===== src/rtl/spike_integrator_pkg.sv =====
// Shared neuron definitions: state encoding, membrane width derivation and
// saturation bounds, plus the widths spike_generator builds its ports from.
package spike_integrator_pkg;

  typedef enum logic {
    ST_INTEGRATE = 1'b0,
    ST_REFRACT   = 1'b1
  } neuron_state_t;

  localparam int DEFAULT_N_STAGE = 2;
  localparam int LEAK_SHIFT_W    = 3;
  localparam int REFRAC_W        = 4;

  // Membrane potential width for a given stage count.
  function automatic int membrane_width(input int n_stage);
    return n_stage + 2;
  endfunction

  // Largest value representable in a w-bit two's complement membrane.
  function automatic int sat_max(input int w);
    return (1 << (w - 1)) - 1;
  endfunction

  // Smallest value representable in a w-bit two's complement membrane.
  function automatic int sat_min(input int w);
    return -(1 << (w - 1));
  endfunction

  // spike_generator sizes its u port with membrane_width(), so the
  // integrator's u connects to it with no width adaptation.
  localparam int GEN_U_W = membrane_width(DEFAULT_N_STAGE);

endpackage


===== src/rtl/spike_integrator_synapse_sum.sv =====
// Combinational weighted adder: sums the weights of every synapse that spiked,
// sign-extended to a width wide enough that no partial sum can overflow.
module synapse_sum
  import spike_integrator_pkg::*;
#(
  parameter int W     = 4,
  parameter int N_IN  = 4,
  parameter int SUM_W = W + $clog2(N_IN) + 1
) (
  input  logic [N_IN-1:0]         spikes_in,
  input  logic [N_IN*W-1:0]       weights,
  output logic signed [SUM_W-1:0] sum
);

  logic signed [W-1:0] weight_i;

  // Accumulate the sign-extended weight of each active synapse.
  always_comb begin
    // NOTE: every variable written here gets a default first so no path leaves it unassigned, which would infer a latch.
    sum      = '0;
    weight_i = '0;
    for (int i = 0; i < N_IN; i++) begin
      weight_i = weights[i*W +: W];
      if (spikes_in[i]) begin
        sum = sum + SUM_W'(weight_i);
      end
    end
  end

endmodule


===== src/rtl/spike_integrator.sv =====
// Leaky integrate-and-fire membrane: integrates weighted input spikes with an
// arithmetic-shift leak and saturation, then holds at zero for a programmable
// refractory period after each fire.
module spike_integrator
  import spike_integrator_pkg::*;
#(
  parameter  int N_STAGE = DEFAULT_N_STAGE,
  parameter  int N_IN    = 4,
  localparam int W       = membrane_width(N_STAGE)
) (
  input  logic                    clk,
  input  logic                    rst,
  input  logic                    en,
  input  logic [N_IN-1:0]         spikes_in,
  input  logic [N_IN*W-1:0]       weights,
  input  logic [LEAK_SHIFT_W-1:0] leak_shift,
  input  logic [REFRAC_W-1:0]     refrac_len,
  input  logic                    is_spike,
  output logic signed [W-1:0]     u,
  output logic                    refractory
);

  localparam int SUM_W = W + $clog2(N_IN) + 1;
  localparam logic signed [SUM_W-1:0] SAT_HI = SUM_W'(sat_max(W));
  localparam logic signed [SUM_W-1:0] SAT_LO = SUM_W'(sat_min(W));

  neuron_state_t         state_q, state_n;
  logic [REFRAC_W-1:0]   count_q, count_n;
  logic signed [W-1:0]   u_q, u_n;

  logic signed [SUM_W-1:0] syn_sum;
  logic signed [W-1:0]     leak;
  logic signed [SUM_W-1:0] pre_sat;
  logic signed [W-1:0]     u_sat;

  synapse_sum #(
    .W    (W),
    .N_IN (N_IN),
    .SUM_W(SUM_W)
  ) u_synapse_sum (
    .spikes_in(spikes_in),
    .weights  (weights),
    .sum      (syn_sum)
  );

  // Leak, integration and clamp to the membrane range.
  always_comb begin
    leak = '0;
    if (leak_shift != '0) begin
      leak = u_q >>> leak_shift;
    end
    pre_sat = SUM_W'(u_q) - SUM_W'(leak) + syn_sum;
    if (pre_sat > SAT_HI) begin
      u_sat = SAT_HI[W-1:0];
    end else if (pre_sat < SAT_LO) begin
      u_sat = SAT_LO[W-1:0];
    end else begin
      u_sat = pre_sat[W-1:0];
    end
  end

  // Next-state logic: fire entry, refractory countdown, and stall when disabled.
  always_comb begin
    state_n = state_q;
    count_n = count_q;
    u_n     = u_q;
    if (en) begin
      unique case (state_q)
        ST_INTEGRATE: begin
          if (is_spike) begin
            // Fire: incoming spikes this cycle are dropped; refrac_len is
            // captured only here.
            u_n     = '0;
            count_n = refrac_len;
            state_n = (refrac_len != '0) ? ST_REFRACT : ST_INTEGRATE;
          end else begin
            u_n = u_sat;
          end
        end
        ST_REFRACT: begin
          u_n     = '0;
          count_n = count_q - 1'b1;
          if (count_q <= REFRAC_W'(1)) begin
            state_n = ST_INTEGRATE;
          end
        end
        default: begin
          state_n = ST_INTEGRATE;
        end
      endcase
    end
  end

  // State, counter and membrane registers with synchronous reset.
  always_ff @(posedge clk) begin
    // NOTE: sequential state uses non-blocking assignments so every register samples pre-edge values.
    if (rst) begin
      state_q <= ST_INTEGRATE;
      count_q <= '0;
      u_q     <= '0;
    end else begin
      state_q <= state_n;
      count_q <= count_n;
      u_q     <= u_n;
    end
  end

  assign u          = u_q;
  assign refractory = (state_q == ST_REFRACT);

endmodule


===== config.mk =====
export PLATFORM = sky130hd
export DESIGN_NAME = spike_integrator
export DESIGN_NICKNAME = d
export VERILOG_FILES = /design/src/rtl/spike_integrator_pkg.sv /design/src/rtl/spike_integrator_synapse_sum.sv /design/src/rtl/spike_integrator.sv
export SDC_FILE = /design/constraint.sdc
export NUM_CORES = 1
export LEC_CHECK = 0
export ABC_AREA = 1
export CAP_MARGIN = 20
export CORE_UTILIZATION = 55
export CTS_BUF_LIST = sky130_fd_sc_hd__clkbuf_4 sky130_fd_sc_hd__clkbuf_8 sky130_fd_sc_hd__clkbuf_16
export DETAILED_ROUTE_END_ITERATION = 7
export GPL_TIMING_DRIVEN = 0
export PLACE_DENSITY = 0.95
export SLEW_MARGIN = 0
export SYNTH_ARGS = -nofsm -noshare
export SYNTH_HDL_FRONTEND = slang
export SYNTH_SLANG_ARGS = --single-unit

===== constraint.sdc =====
create_clock -name clk -period 13.25 [get_ports clk]
set_input_delay 1.325 -clock clk [delete_from_list [all_inputs] [get_ports clk]]
set_output_delay 1.325 -clock clk [all_outputs]
set_load 0.02 [all_outputs]

**Word level (Yosys, flattened, before mapping)**

Cells that the tools add are included.

- Word-level logic and storage cells: 33
- Input bits: 31
- Register bits after elaboration: 9

- Shifts and indexed selects: 1
- Add/subtract/negate cells: 6
- Order comparisons: 3
- Bitwise operators: 1
- Equal/unequal tests: 1
- Reductions and logical operators: 3
- Mux-type cells: 15

Operators with widths:

| operator | count |
|---|---|
| 7-bit 2-to-1 mux | 4 |
| 7-bit by 4-bit adder with 7-bit output | 3 |
| 4-bit 2-to-1 mux | 5 |
| 4-bit case mux with 2 select lines | 2 |
| 5-bit by 7-bit adder with 7-bit output | 1 |
| 7-bit by 4-bit > comparator with 1-bit output, second input constant | 1 |
| 7-bit by 4-bit < comparator with 1-bit output, second input constant | 1 |
| 4-bit by 4-bit subtractor with 5-bit output | 1 |
| 4-bit by 1-bit <= comparator with 1-bit output, second input constant | 1 |
| 4-bit nonzero test | 1 |
| 4-bit by 3-bit >>> shifter with 4-bit output | 1 |
| 4-bit by 1-bit subtractor with 4-bit output, second input constant | 1 |
| 1-bit 2-to-1 mux | 3 |
| 3-bit nonzero test | 1 |
| 2-bit != test, second input constant | 1 |
| 1-bit case mux with 2 select lines | 1 |
| 2-bit AND reduction | 1 |
| 1-bit inverter | 1 |

**Logic depth before layout (Yosys ltp)**

Gate-level depths: netlist (run 1).

- Word-level depth: 13
- Mapped depth: 40
- Gate-level depth less buffers: 40

**Hierarchy**

From an unflattened synthesis (run 1), not the netlist that was laid out.

- Cell total of the unflattened synthesis: 331
- Area total of the unflattened synthesis: 1965.6 um^2

Modules (own cells, without submodules):

| module | cells an instance | times used | area an instance (um^2) |
|---|---|---|---|
| spike_integrator | 158 | 1 | 1037.2 |
| synapse_sum | 173 | 1 | 928.4 |

**Least setup slack after synthesis (run 1)**

No wires, ideal clock.

- Path kind: input-to-reg
- Start: input port weights[0]
- End: register u_q[2], in the netlist u[2]
- Setup slack: 7.403 ns
- Setup time: 0.114 ns
- Arrival: 5.734 ns
- Stages on the path: 36
- Path through: nand2_1 -> inv_1 -> ha_1 -> fa_1 -> or2_2 -> nand3_1 -> o21ai_0 -> ha_1 -> a21o_1 -> a31oi_1 -> inv_1 -> nand2_1 -> nand3_1 -> o21ai_0 -> ha_1 -> nand2_1 -> nand2_1 -> a31oi_1 -> xor2_1 -> o21ai_0 -> ha_1 -> ha_1 -> nand2_1 -> inv_1 -> nand2_1 -> nand3_2 -> nand2_1 -> inv_1 -> nor2_2 -> nand2_2 -> nand3_1 -> nand3_2 -> nand2_2 -> nor2_1 -> nor2_1 -> nor2_1

- Word-level cells in the longest chain between the ends: 13

Ends and longest elaborated chain:

| element | RTL line | text |
|---|---|---|
| from (decl) | spike_integrator.sv:15 | `input logic [N_IN*W-1:0] weights,` |
| 7-bit 2-to-1 mux (*) | spike_integrator_synapse_sum.sv:24 | `if (spikes_in[i]) begin` |
| 7-bit by 4-bit adder with 7-bit output | spike_integrator_synapse_sum.sv:25 | `sum = sum + SUM_W'(weight_i);` |
| 7-bit 2-to-1 mux (*) | spike_integrator_synapse_sum.sv:24 |  |
| 7-bit by 4-bit adder with 7-bit output | spike_integrator_synapse_sum.sv:25 |  |
| 7-bit 2-to-1 mux (*) | spike_integrator_synapse_sum.sv:24 |  |
| 7-bit by 4-bit adder with 7-bit output | spike_integrator_synapse_sum.sv:25 |  |
| 7-bit 2-to-1 mux (*) | spike_integrator_synapse_sum.sv:24 |  |
| 5-bit by 7-bit adder with 7-bit output (*) | spike_integrator.sv:52 | `pre_sat = SUM_W'(u_q) - SUM_W'(leak) + syn_sum;` |
| 7-bit by 4-bit < comparator with 1-bit output | spike_integrator.sv:55 | `end else if (pre_sat < SAT_LO) begin` |
| 4-bit 2-to-1 mux | spike_integrator.sv:55 |  |
| 4-bit 2-to-1 mux (*) | spike_integrator.sv:53 | `if (pre_sat > SAT_HI) begin` |
| 4-bit 2-to-1 mux (*) | spike_integrator.sv:70 | `if (is_spike) begin` |
| 4-bit case mux with 2 select lines (*) | spike_integrator.sv:68 | `unique case (state_q)` |
| to (signal assigned) | spike_integrator.sv:104 | `u_q <= u_n;` |
| to (decl) | spike_integrator.sv:29 | `logic signed [W-1:0] u_q, u_n;` |

Mark *: on every way between the ends. The rest lies on a longest branch, timed or not.
A chain may end at the register's enable or synchronous reset.

**Final worst setup path (run 1)**

- Start: input port spikes_in[0]
- End: register u_q[1], in the netlist u[1]

- Word-level cells in the longest chain between the ends: 13

Ends and longest elaborated chain:

| element | RTL line | text |
|---|---|---|
| from (decl) | spike_integrator.sv:14 | `input logic [N_IN-1:0] spikes_in,` |
| 7-bit 2-to-1 mux (*) | spike_integrator_synapse_sum.sv:24 |  |
| 7-bit by 4-bit adder with 7-bit output | spike_integrator_synapse_sum.sv:25 |  |
| 7-bit 2-to-1 mux (*) | spike_integrator_synapse_sum.sv:24 |  |
| 7-bit by 4-bit adder with 7-bit output | spike_integrator_synapse_sum.sv:25 |  |
| 7-bit 2-to-1 mux (*) | spike_integrator_synapse_sum.sv:24 |  |
| 7-bit by 4-bit adder with 7-bit output | spike_integrator_synapse_sum.sv:25 |  |
| 7-bit 2-to-1 mux (*) | spike_integrator_synapse_sum.sv:24 |  |
| 5-bit by 7-bit adder with 7-bit output (*) | spike_integrator.sv:52 |  |
| 7-bit by 4-bit < comparator with 1-bit output | spike_integrator.sv:55 |  |
| 4-bit 2-to-1 mux | spike_integrator.sv:55 |  |
| 4-bit 2-to-1 mux (*) | spike_integrator.sv:53 |  |
| 4-bit 2-to-1 mux (*) | spike_integrator.sv:70 |  |
| 4-bit case mux with 2 select lines (*) | spike_integrator.sv:68 |  |

Marks and branches as above.

==> results.py, run 1 <==
metrics = {
    "clocking": {
        "number_of_buffers_added_to_fix_hold_violations_after_cts": 0,
        "clk_path_buf_depth": 2,
        "clk_pin_slew_worst_paths_ns": 0.06,
        "clock_sink_count": 9,
        "cts_resized": 0,
        "tritoncts": "done",
        "clk-insertion-delay-late_ns": 0.26,
        "cts_max_level": 1,
        "postCtsSetupRepairBufs": 0,
        "cts_buffers": 3,
        "ctsRootBufferMaster": "clkbuf_4",
    },
    "floorplanning": {
        "floorplan.initialDensity_pct": 59.8,
        "floorplan_core_area_sq_um": 3180,
        "boundaryPins": 36,
        "die-width_um": 60.8,
        "row_count": 20,
        "die_area_sq_um": 3700,
        "die_h_um": 60.8,
    },
    "place": {
        "place.detailed.hpwl_um": 3730,
        "detailedPlace.worstSlack_ns": 6.29,
        "place.port_buffers": 33,
        "place.detailed.instances": 377,
        "globalplace.congestion": 0.887,
        "instance_area_at_placement_sq_um": 2290,
    },
    "global_routing": {
        "gr-usage-all-layers_pct": 26.3,
        "grt_start_max_net_pins": 11,
        "first_global_vias": 1878,
        "grt_antenna_before_repair": 0,
        "grt_first_pass_wirelength_um": 7400,
        "globalRouteOverflowTotal": 0,
    },
    "sta": {
        "fin_hold_ws_ns": 0.529,
        "achievable-frequency_ghz": 0.150,
        "worst_pin_slew_ns": 0.614,
        "setup_slack_ns": 6.57,
        "report.final.setup_viol": 0,
        "rsz_0062_raised_after_global_routing": "no",
        "fin_tns_setup_ns": 0,
        "report.final.slew_viol_count": 0,
        "relSlewSlack_pct": 58.8,
        "final_min_period_over_clock_period_pct": 50.4,
        "hold_viol_final": 0,
        "finalCriticalPeriod_ns": 6.68,
        "worst_clock_skew_ns": 0.000986,
    },
    "critical_path": {
        "setup.worst_path.class": "in2reg",
        "worstPathMaxFanout": 5,
        "cp_data_arrival_time_ns": 6.84,
        "timing.critical_path.to_type": "flip-flop",
        "max_stage_delay_ns": 0.47,
        "required_arrival_time_at_the_worst_endpoint_ns": 13.41,
        "worstSetupStartpointType": "primary input",
        "critical_path.most_common_cell": "nand2_1",
        "worst-r2r-cell-count": 18,
        "cpMaxStageDelayCell": "clkdlybuf4s50_1",
    },
    "routing": {
        "detailroute.via_count": 2029,
        "routed_wl_um": 4350,
        "drt_first_pass_iters": 4,
        "detail_route.vias_per_cell": 5.33,
        "route.detailed.wl_per_inst_um": 11.4,
        "final_antenna_net_count": 0,
        "drt_first_iter_violations": 124,
        "post-route-drc-count": 0,
    },
    "job": {
        "maxCapViolations": 0,
    },
    "layout": {
        "multi_input_comb_area_sq_um": 1510,
        "final_core_util_pct": 72.9,
        "finish.instance_area_sq_um": 2320,
        "area_taken_by_flip_flops_and_latches_sq_um": 180,
        "drive_gt1_share_pct": 8.61,
        "flow.area_growth_from_synthesis_pct": 21.8,
        "layout.cells.non_filler": 381,
        "nFillCells": 258,
        "antenna_cells": 0,
        "design.final.nets": 403,
    },
    "min_path": {
        "hold_class": "reg2reg",
        "hold_path_depth": 2,
    },
    "yosys": {
        "syn_area_sq_um": 1900,
        "yosysUniqueCellTypes": 35,
        "yosys-top-cells-area": "ha_1 (18%), nand2_1 (17%), dfxtp_1 (9.5%)",
        "synth_largest_area_cell": "ha_1",
        "synth_largest_type_area_fraction_pct": 18.4,
        "synth-seq-area-share_pct": 9.47,
        "postSynthAreaPerCell_sq_um": 6.34,
        "synth.yosys.warnings": 0,
        "synth_nets": 365,
        "number_of_synthesized_register_bits": 9,
        "postSynthCellCount": 300,
    },
    "power": {
        "worst_ir_drop_vdd_mv": 0.0691,
        "power_density_nw_per_um2": 126,
        "p_leak_nw": 1.20,
        "totalPowerFinal_uw": 291,
    },
    "outcome": {
        "status": "finished, final reports clean",
    },
}
final timing paths:
check	startpoint	to	slack (ns)
max reg2reg	u[3]$_SDFFE_PP0P_	u[1]$_SDFFE_PP0P_	10.23
max	spikes_in[0]	u[1]$_SDFFE_PP0P_	6.57
min reg2reg	u[0]$_SDFFE_PP0P_	u[0]$_SDFFE_PP0P_	0.53
min	u[0]$_SDFFE_PP0P_	u[0]$_SDFFE_PP0P_	0.53
registers in the layout (all words and copies together), names as in the netlist:
register    count
refractory      1
count_q         4
u               4
synthesized netlist by cell type, drive strengths merged:
cell	count
xor2	6
o211ai	1
fa	6
o21bai	1
a31oi	3
nor3	2
ha	28
nand4	5
a221oi	1
nor2	17
o22ai	1
nor4	1
mux2	2
o21ai	16
buf	2
o311ai	1
dfxtp	9
xnor2	6
or2	3
nand2	91
a21o	2
nand3	19
a211oi	4
a21oi	21
clkinv	2
a21boi	1
inv	49
power by group:
part	leakage [nW]	internal (mW)	switching (mW)	total [mW]
sequential	0.0738	0.0313	0.00554	0.0368
combinational	1.11	0.0967	0.134	0.231
clock	0.0184	0.0137	0.0100	0.0237
cells by family after synthesis:
| kind of cell | after synthesis | synth area share (%) |
|---|---|---|
| flip-flops | 9 | 9.47 |
| AO/OA/AOI/OAI | 52 | 16.1 |
| buffers and inverters | 53 | 11.1 |
| AND/OR/NAND/NOR | 138 | 31.9 |
| multiplexers | 2 | 1.18 |
| XOR/XNOR | 12 | 5.53 |
| adder cells (fa/ha/maj) | 34 | 24.7 |
cell type report:
cell class	instances	area share, %
inverters	51	8.26
multi-input cells	238	65.2
clock buffers	4	1.30
repair buffers	33	14.3
flip-flops and latches	9	7.78
plain buffers	2	0.810
well taps	44	2.38
worst max-delay path: cells and delay by family:
kind,cells,cell delay (ns)
AO/OA/AOI/OAI,7,1.02
XOR/XNOR,1,0.17
adder cells (fa/ha/maj),6,1.95
buffers and inverters,5,0.69
AND/OR/NAND/NOR,18,1.68
placed cells by master, fill, tap and decap left out, types with 7 or more instances in the layout:
cell and count:
clkdlybuf4s50_1 33, ha_1 28, nand3_1 15, nand2_1 84
a21oi_1 18, o21ai_0 15, inv_1 45, dfxtp_1 9
nand2_2 7, nor2_1 16
routing by layer:
metal  part of all wire [%]  GRT usage (%)
met2                     50           51.0
met3                    4.3           4.48
met4                    1.0           3.57
met5                      0              0
met1                     45           30.7
No activity file was read; power rests on OpenSTA's default activity.
==> inputs of run 2 (changes only) <==
Settings changed: CORE_UTILIZATION 55 to 53, PLACE_DENSITY 0.95 to 0.92.
Clock period 13.25 ns to 6.6 ns, I/O delays scaled along.
==> results.py, run 2 (synthesized netlist as in run 1, its figures left out) <==
metrics = {
    "routing": {
        "detailroute.via_count": 1994,
        "route.detailed.wl_per_inst_um": 11.0,
        "drt_first_iter_violations": 117,
        "drt_first_pass_iters": 4,
        "routed_wl_um": 4220,
        "detail_route.vias_per_cell": 5.21,
        "post-route-drc-count": 0,
        "final_antenna_net_count": 0,
    },
    "sta": {
        "worst_pin_slew_ns": 0.550,
        "finalCriticalPeriod_ns": 5.96,
        "hold_viol_final": 0,
        "fin_tns_setup_ns": 0,
        "report.final.setup_viol": 0,
        "relSlewSlack_pct": 63.1,
        "worst_clock_skew_ns": 0.00807,
        "fin_hold_ws_ns": 0.516,
        "report.final.slew_viol_count": 0,
        "final_min_period_over_clock_period_pct": 90.2,
        "rsz_0062_raised_after_global_routing": "no",
        "achievable-frequency_ghz": 0.168,
    },
    "global_routing": {
        "gr-usage-all-layers_pct": 23.8,
        "grt_start_max_net_pins": 11,
        "grt.busiest_layer": "met2",
        "first_global_vias": 1777,
        "met1_track_utilization_from_global_routing_pct": 28.2,
        "grt_antenna_before_repair": 0,
        "use_met3_pct": 3.11,
        "grt_first_pass_wirelength_um": 6830,
        "grtUsageMet2_pct": 45.3,
        "globalRouteOverflowTotal": 0,
    },
    "floorplanning": {
        "die_h_um": 61.9,
        "die_area_sq_um": 3830,
        "boundaryPins": 36,
        "row_count": 21,
        "floorplan.initialDensity_pct": 56.1,
        "die-width_um": 61.9,
        "floorplan_core_area_sq_um": 3390,
    },
    "clocking": {
        "postCtsSetupRepairBufs": 0,
        "cts_buffers": 3,
        "cts_resized": 0,
        "cts_max_level": 1,
        "number_of_buffers_added_to_fix_hold_violations_after_cts": 0,
        "tritoncts": "done",
        "clk_pin_slew_worst_paths_ns": 0.07,
        "ctsRootBufferMaster": "clkbuf_4",
        "clk_path_buf_depth": 2,
        "clk-insertion-delay-late_ns": 0.28,
        "clock_sink_count": 9,
    },
    "place": {
        "place.detailed.hpwl_um": 3610,
        "globalplace.congestion": 0.829,
        "instance_area_at_placement_sq_um": 2290,
        "place.port_buffers": 33,
    },
    "critical_path": {
        "critical_path.most_common_cell": "nand2_1",
        "timing.rr.start": "u[2]$_SDFFE_PP0P_",
        "cp_data_arrival_time_ns": 6.12,
        "worstSetupStartpointType": "primary input",
        "worstPathMaxFanout": 5,
        "regToRegEndpoint": "u[1]$_SDFFE_PP0P_",
        "required_arrival_time_at_the_worst_endpoint_ns": 6.77,
        "cpMaxStageDelayCell": "clkdlybuf4s50_1",
        "setup.worst_path.class": "in2reg",
        "max_stage_delay_ns": 0.46,
        "timing.critical_path.to_type": "flip-flop",
        "reg2reg_slack_ns": 3.62,
        "worst-r2r-cell-count": 22,
    },
    "power": {
        "worst_ir_drop_vdd_mv": 0.129,
        "power_density_nw_per_um2": 253,
        "power_report.internal_total_uw": 284,
        "p_leak_nw": 1.20,
        "clock_power_share_pct": 8.4,
        "pwr-share-seq_pct": 12.7,
        "switching_component_of_the_power_uw": 304,
        "power.share.switching_pct": 51.7,
        "power_frac_comb_pct": 78.9,
    },
    "layout": {
        "antenna_cells": 0,
        "finish.instance_area_sq_um": 2320,
        "drive_gt1_share_pct": 8.61,
        "layout_commonest_cell": "nand2_1",
        "mostFrequentLayoutCells": "nand2_1 (84), inv_1 (45), clkdlybuf4s50_1 (33)",
        "flow.area_growth_from_synthesis_pct": 22.0,
        "design.final.nets": 403,
    },
    "job": {
        "maxCapViolations": 0,
    },
    "min_path": {
        "hold_start": "count_q[3]$_SDFFE_PP0P_",
        "hold_class": "reg2reg",
        "hold_path_depth": 2,
        "min_delay_worst_endpoint": "count_q[3]$_SDFFE_PP0P_",
    },
    "outcome": {
        "status": "finished, final reports clean",
    },
}
## run 2: cell counts in the layout (fill, tap and decap cells not counted)
No cell type changed its count.
## run 2: critical path: cells and delay by family
kind	cells	cell delay, ns
compound gates	6	0.93
xor+xnor	1	0.17
fa+ha+maj	6	1.94
buf+inv	5	0.68
simple gates	19	1.71
## run 2: cell type report
type                       count  area [sq um]
multi-input combinational    238          1510
tap                           46          57.6
fill                         262          1070
timing repair buffer          33           330
buffer                         2          18.8
clock buffer                   4          30.0
sequential                     9           180
inverter                      51           191
## run 2: per-layer routing
metal | part of all wire (%) | vias up
li1 | - | 1055
met1 | 47 | 875
met2 | 48 | 60
met3 | 4.1 | 4
met4 | 0.95 | 0
met5 | 0 | -
## run 2: how the worst max path moves through the flow
stage,start,to,cells after the start
after global placement,spikes_in[0],u[2]$_SDFFE_PP0P_,34
after detailed placement,spikes_in[0],u[1]$_SDFFE_PP0P_,38
after CTS,spikes_in[0],u[2]$_SDFFE_PP0P_,37
after floorplan,weights[0],u[2]$_SDFFE_PP0P_,36
final,spikes_in[0],u[2]$_SDFFE_PP0P_,37
after global routing,spikes_in[0],u[2]$_SDFFE_PP0P_,34
## run 2: power groups by stage
| stage | Combinational (mW) | Sequential (mW) | Clock [mW] |
|---|---|---|---|
| 2_1_floorplan | 0.347 | 0.0800 | 0 |
| 4_1_cts | 0.460 | 0.0744 | 0.0502 |
| 5_1_grt | 0.524 | 0.0758 | 0.0532 |
| 3_5_place_dp | 0.457 | 0.0755 | 0 |
| 3_3_place_gp | 0.438 | 0.0752 | 0 |
| 6_report | 0.464 | 0.0746 | 0.0496 |
## run 2: stage by stage
| step | power [mW] | std cells | setup slack, ns | utilization (%) |
|---|---|---|---|---|
| floorplan | 0.427 | 300 | 1.42 | - |
| global placement | 0.513 | 379 | 0.494 | 67.6 |
| detailed placement | 0.533 | 379 | 0.349 | 67.6 |
| CTS | 0.584 | 383 | 0.621 | 68.4 |
| global route | 0.653 | 383 | 0.136 | 68.4 |
| finish | 0.588 | 383 | 0.644 | 68.4 |
